[config.mk]
export PLATFORM = sky130hd
export DESIGN_NAME = pll_lock_supervisor
export DESIGN_NICKNAME = d
export VERILOG_FILES = /design/src/rtl/pll_lock_supervisor.sv
export SDC_FILE = /design/constraint.sdc
export NUM_CORES = 1
export LEC_CHECK = 0
export CORE_ASPECT_RATIO = 2
export CORE_UTILIZATION = 52
export DETAILED_ROUTE_END_ITERATION = 6
export GPL_TIMING_DRIVEN = 0
export MAX_ROUTING_LAYER = met4
export PLACE_DENSITY_LB_ADDON = 0.25
export SYNTH_ARGS = -nofsm -noshare
export SYNTH_HDL_FRONTEND = slang
export SYNTH_SLANG_ARGS = --single-unit
export TNS_END_PERCENT = 5
[constraint.sdc]
create_clock -name clkin -period 6.4 [get_ports clkin]
set_input_delay 0.64 -clock clkin [delete_from_list [all_inputs] [get_ports clkin]]
set_output_delay 0.64 -clock clkin [all_outputs]
set_load 0.005 [all_outputs]
[src/rtl/pll_lock_supervisor.sv]
// PLL lock supervisor: synchronises LOCK, pulses PLL RST on timeout or request,
// and releases the system reset only after lock has been continuously stable.
module pll_lock_supervisor #(
    parameter int SYNC_STAGES    = 2,
    parameter int STABLE_CYCLES  = 1024,
    parameter int LOCK_TIMEOUT   = 250000,
    parameter int PLL_RST_CYCLES = 32,
    parameter int CNT_W          = 18
) (
    input  logic       clkin,
    input  logic       rstn,
    input  logic       pll_locked,
    input  logic       force_relock,
    output logic       pll_rst,
    output logic       sys_rstn,
    output logic       ready,
    output logic [1:0] state,
    output logic [7:0] lost_lock_cnt,
    output logic [7:0] timeout_cnt
);

    typedef enum logic [1:0] {
        RESET_PLL = 2'd0,
        WAIT_LOCK = 2'd1,
        STABILIZE = 2'd2,
        RUN       = 2'd3
    } state_t;

    localparam logic [CNT_W-1:0] RST_LAST    = CNT_W'(PLL_RST_CYCLES - 1);
    localparam logic [CNT_W-1:0] TIMEOUT_LAST = CNT_W'(LOCK_TIMEOUT - 1);
    localparam logic [CNT_W-1:0] STABLE_LAST = CNT_W'(STABLE_CYCLES - 1);

    logic [SYNC_STAGES-1:0] sync_reg;
    logic                   lock_s;
    state_t                 state_reg, state_next;
    logic [CNT_W-1:0]       cnt_reg, cnt_next;
    logic [7:0]             lost_reg, lost_next;
    logic [7:0]             tout_reg, tout_next;

    assign lock_s = sync_reg[SYNC_STAGES-1];

    always_comb begin
        state_next = state_reg;
        cnt_next   = cnt_reg;
        lost_next  = lost_reg;
        tout_next  = tout_reg;
        if (force_relock) begin
            state_next = RESET_PLL;
            cnt_next   = '0;
        end else begin
            case (state_reg)
                RESET_PLL: begin
                    if (cnt_reg == RST_LAST) begin
                        state_next = WAIT_LOCK;
                        cnt_next   = '0;
                    end else begin
                        cnt_next = cnt_reg + CNT_W'(1);
                    end
                end
                WAIT_LOCK: begin
                    // A lock seen on the timeout cycle still wins over the retry.
                    if (lock_s) begin
                        state_next = STABILIZE;
                        cnt_next   = '0;
                    end else if (cnt_reg == TIMEOUT_LAST) begin
                        state_next = RESET_PLL;
                        cnt_next   = '0;
                        if (tout_reg != 8'hFF) tout_next = tout_reg + 8'd1;
                    end else begin
                        cnt_next = cnt_reg + CNT_W'(1);
                    end
                end
                STABILIZE: begin
                    if (!lock_s) begin
                        state_next = WAIT_LOCK;
                        cnt_next   = '0;
                    end else if (cnt_reg == STABLE_LAST) begin
                        state_next = RUN;
                        cnt_next   = '0;
                    end else begin
                        cnt_next = cnt_reg + CNT_W'(1);
                    end
                end
                RUN: begin
                    if (!lock_s) begin
                        state_next = WAIT_LOCK;
                        cnt_next   = '0;
                        if (lost_reg != 8'hFF) lost_next = lost_reg + 8'd1;
                    end
                end
                default: begin
                    state_next = RESET_PLL;
                    cnt_next   = '0;
                end
            endcase
        end
    end

    // Outputs are decoded from the next state so they move on the same edge as state.
    always_ff @(posedge clkin) begin
        if (!rstn) begin
            sync_reg  <= '0;
            state_reg <= RESET_PLL;
            cnt_reg   <= '0;
            lost_reg  <= 8'd0;
            tout_reg  <= 8'd0;
            pll_rst   <= 1'b1;
            sys_rstn  <= 1'b0;
            ready     <= 1'b0;
        end else begin
            sync_reg  <= {sync_reg[SYNC_STAGES-2:0], pll_locked};
            state_reg <= state_next;
            cnt_reg   <= cnt_next;
            lost_reg  <= lost_next;
            tout_reg  <= tout_next;
            pll_rst   <= (state_next == RESET_PLL);
            sys_rstn  <= (state_next == RUN);
            ready     <= (state_next == RUN);
        end
    end

    assign state         = state_reg;
    assign lost_lock_cnt = lost_reg;
    assign timeout_cnt   = tout_reg;

endmodule

# After elaboration in Yosys (flattened, before gate mapping)
# Index checks and enable logic that the tools add are counted.
# Widths: inputs -> output; s select.
# word_totals
register_bits	40
input_bits	4
# op_classes
addsub	3
n_eq_ne	10
muxes	15
bitwise_logic	3
reduce_logical	5
# ops
op	count
$mux 18	6
$pmux 18 s4	1
$add 18x1->18 const B	1
$eq 18x10->1 const B	1
$eq 18x18->1 const B	1
$eq 18x5->1 const B	1
$add 8x1->8 const B	2
$ne 8x8->1 const B	2
$mux 2	7
$pmux 2 s4	1
$eq 2x2->1 const B	3
$reduce_and 5->1	1
$logic_not 2->1	2
$reduce_and 4->1	1
$not 1->1	3
$eq 2x1->1 const B	1
$ne 2x2->1 const B	1
$reduce_or 2->1	1

# Logic depth before layout (Yosys ltp)
# depth
depth_word	6
ltp_mapped	7
ltp_nobuf	7

# Worst setup path after synthesis
# No wires, ideal clock.
# synth_path
path_type	register to register
startpoint	register cnt_reg[0]
endpoint	register tout_reg[5], in the netlist timeout_cnt[5]
setup_time_ps	70
arrival_ps	2136
t_required_ps	6330
setup_slack_ps	4194
path_stages_with_launch	8
path_cell_list	dfxtp_1 > ha_1 > nand2_2 > or4_4 > nor4_4 > nand4_4 > or3_1 > a21boi_1
# synth_via
elab_chain_len	2
# synth_lines
element	line	text
from (decl)	36	logic [CNT_W-1:0] cnt_reg, cnt_next;
from (signal assigned)	113	cnt_reg <= cnt_next;
$eq 18x18->1	65	end else if (cnt_reg == TIMEOUT_LAST) begin
$reduce_and 5->1 (no source line)	--	
to (signal assigned)	115	tout_reg <= tout_next;
to (decl)	38	logic [7:0] tout_reg, tout_next;
# No other way between the ends.
# A chain may end at the register's enable or synchronous reset.

# Final worst setup path
# layout_path
startpoint	register cnt_reg[0]
endpoint	register cnt_reg[8]
# layout_via
elab_chain_len	4
word_cells_on_any_way	10
cone_classes	1 x add/sub; 3 x eq/ne; 6 x mux
# layout_lines
element	line	text
$add 18x1->18, or another cell as far along	57, 70, 81	
$mux 18 (on tied branches)	77, 65	
$mux 18 (on tied branches)	74, 62	
$pmux 18 s4 *	51	case (state_reg)
# Every way passes the cells marked *; elsewhere a longest branch is shown, timed or not.

==> metrics.log <==
INFO  metric route.detailed.wl_per_inst = around 13 um
INFO  metric yosysUniqueCellTypes = 38
INFO  metric outcome = finished, violations left
INFO  metric clockBufferDepth = 2
INFO  metric core_region_area = 3378 um2
INFO  metric drt_first_iter_violations = 24
INFO  metric boundaryPins = 25
INFO  metric path_max_fanout = 10
INFO  metric postSynthRegisterBits = 40
INFO  metric grt_antenna_before_repair = 0
INFO  metric route.detailed.vias_per_inst = between 5 and 6
INFO  metric dominantRegCellSynth = dfxtp_1
INFO  metric post_cts.resized_instances = 0
INFO  metric die_y = 86.05 um
INFO  metric count_of_endpoints_failing_setup_in_the_final_report = 0
INFO  metric setup_tns = 0 ps
INFO  metric path_class = reg -> reg
INFO  metric clock-sinks = 40
INFO  metric endpoint_class_of_the_critical_path = register
INFO  metric largest_register_ffs = 18
INFO  metric whs = 444.5 ps
INFO  metric synth-edff-count = 0
INFO  metric leakagePower = 0.8081 nW
INFO  metric worst_clock_skew = 6.138 ps
INFO  metric finalWeightedCongestion = 0.7866
INFO  metric synthArstFlopShare = 0
INFO  metric detailed_place.area = 2117 um2
INFO  metric ff2ff_setup_slack = 3880 ps
INFO  metric port_buffers = 24
INFO  metric power.ir.vdd_worst = 180.7 uV
INFO  metric final_net_count = about 240
INFO  metric total_gr_overflow = 0
INFO  metric detail-route-antenna-nets = 0
INFO  metric synthesis.nets = 210
INFO  metric arrival = 2690 ps
INFO  metric clock_insertion_delay_worst_skew = 280 ps
INFO  metric die_x = ~44 um
INFO  metric seq_area_frac_synth = 0.4360
INFO  metric holdCritPathClass = reg -> reg
INFO  metric worst_setup_path_start_kind = register
INFO  metric timing.fmax = 397.5 MHz
INFO  metric route.detailed.drc = 1
INFO  metric period_minus_slack = 2516 ps
INFO  metric clk_transition_reported_paths = 70 ps
INFO  metric post_synth.cell_area_avg = 9.048 um2
INFO  metric tritoncts.num_buffers = 5
INFO  metric timing.slew.headroom = 0.6665
INFO  metric fin_area = 2195 um2
INFO  metric die-area = 3788 um2
INFO  metric ys.warnings.count = 0
INFO  metric postCtsHoldBufs = 0
INFO  metric grt_setup_unrepaired = false
INFO  metric detailroute.via_count = 1485
INFO  metric critPathRequiredTime = 6570 ps
INFO  metric layout_worst_path_cycle_share = 0.3931
INFO  metric report.final.slew_viol_count = 0
INFO  metric initial_utilization = 0.5437
INFO  metric grt_first_pass_wirelength = 6203 um
INFO  metric post_synth_inst_count = 203
INFO  metric std_cell_rows = 30
INFO  metric groute.usage.overall = 0.2199
INFO  metric most_frequent_standard_cell_in_the_layout_excluding_fill_and_tap_cells = dfxtp_1
INFO  metric mostFrequentLayoutCells = 40 x dfxtp_1, 30 x nor2_1, 24 x clkdlybuf4s50_1
INFO  metric route.final.wire_length = 3541 um
INFO  metric area.growth.synth_to_final = 19.48%
INFO  metric pin_slew_with_the_least_headroom_to_its_limit = 496.0 ps
INFO  metric power_density = between 150 and 200 nW/um2
INFO  metric dp_hpwl = 2687 um
INFO  metric postCtsSetupRepairBufs = 0
INFO  metric clockRootBuffer = clkbuf_8
INFO  metric hold_viol_final = 0
INFO  metric final_layout_size_suffix_gt1_frac = 0.06410
INFO  metric drv_cap = 0
INFO  metric grt_max_degree = 12
INFO  metric insertedDiodeCount = 0
INFO  metric violations_in_the_final_reports = design-rule violations
INFO  metric number_of_global_route_vias_before_repair = 1500
INFO  metric clock_tree_from_tritoncts = done
INFO  metric syn_area = 1837 um2
INFO  metric cts-htree-levels = 2
INFO  metric dr.pass1.iters = 7
layout make-up:
type,instances,area (um2)
Fill cell,295,1184
Multi-Input combinational cell,155,1001
Inverter,4,15.01
Clock buffer,6,72.57
Timing Repair Buffer,24,240.2
Tap cell,32,40.04
Buffer,4,20.02
Sequential cell,40,800.8
Clock inverter,1,5.005
final timing paths:
kind,from,endpoint,depth (start not counted)
setup / recovery,cnt_reg[0],cnt_reg[8],7
hold reg to reg,sync_reg[0],sync_reg[1],1
setup reg to reg,cnt_reg[0],cnt_reg[8],7
hold / removal,sync_reg[0],sync_reg[1],1
report_power, final:
group	internal [mW]	total (mW)	switching, mW
registers	0.250	0.251	0.00101
clock network	0.0741	0.154	0.0804
logic	0.00409	0.00928	0.00519
total	0.328	0.415	0.0866
per-stage QoR:
| step | util | worst slack [ps] | instances | total power, mW |
|---|---|---|---|---|
| final | 0.6496 | 3884 | 266 | 0.4147 |
| after global routing | 0.6496 | 3726 | 266 | 0.4299 |
| after CTS | 0.6496 | 3903 | 266 | 0.4199 |
| after detailed placement | 0.6267 | 3878 | 259 | 0.2661 |
| after global placement | 0.6267 | 3887 | 259 | 0.2661 |
| after floorplan | - | 4194 | 203 | 0.2615 |
critical path: stages (launching register included):
cell and delay, ps:
dfxtp_1 380, ha_1 250, nand2_2 90, or4_4 460
o31ai_1 490, a41o_1 400, buf_2 260, nor2_1 70
cells in the mapped netlist, drive strengths merged (2+ instances only):
| cell | count | share of area |
|---|---|---|
| ha | 3 | 0.020 |
| and2 | 13 | 0.044 |
| inv | 4 | 0.0082 |
| nand3 | 9 | 0.025 |
| o31ai | 5 | 0.020 |
| nor4 | 4 | 0.022 |
| mux2i | 2 | 0.011 |
| nor3b | 2 | 0.0082 |
| nand4 | 12 | 0.049 |
| nand2 | 18 | 0.038 |
| o21ai | 3 | 0.0082 |
| nor2b | 3 | 0.010 |
| clkbuf | 2 | 0.0041 |
| and3 | 4 | 0.014 |
| xnor2 | 12 | 0.057 |
| buf | 2 | 0.0068 |
| and4 | 2 | 0.0095 |
| xor2 | 15 | 0.072 |
| nor2 | 30 | 0.061 |
| a21boi | 2 | 0.0082 |
| dfxtp | 40 | 0.44 |
| or3 | 2 | 0.0068 |
| nand2b | 2 | 0.0068 |
| o2111ai | 2 | 0.0095 |
metal layers:
metal / wire (um) / track usage
met1: 1292 / 0.1971
met2: 2013 / 0.4037
met3: 89 / 0.04000
met4: 145 / 0.1240
met5: 0 / -
logic make-up after synthesis:
family                     count (synthesis)  share of synthesized area
AOI/OAI and AO/OA                         16                    0.06335
xor gates and xnor gates                  27                     0.1287
adders and majority gates                  3                    0.02044
buffers and inverters                      8                    0.01907
DFF                                       40                     0.4360
muxes                                      2                    0.01090
and+or+nand+nor                          107                     0.3215
Power figures use the tool's default switching activity.
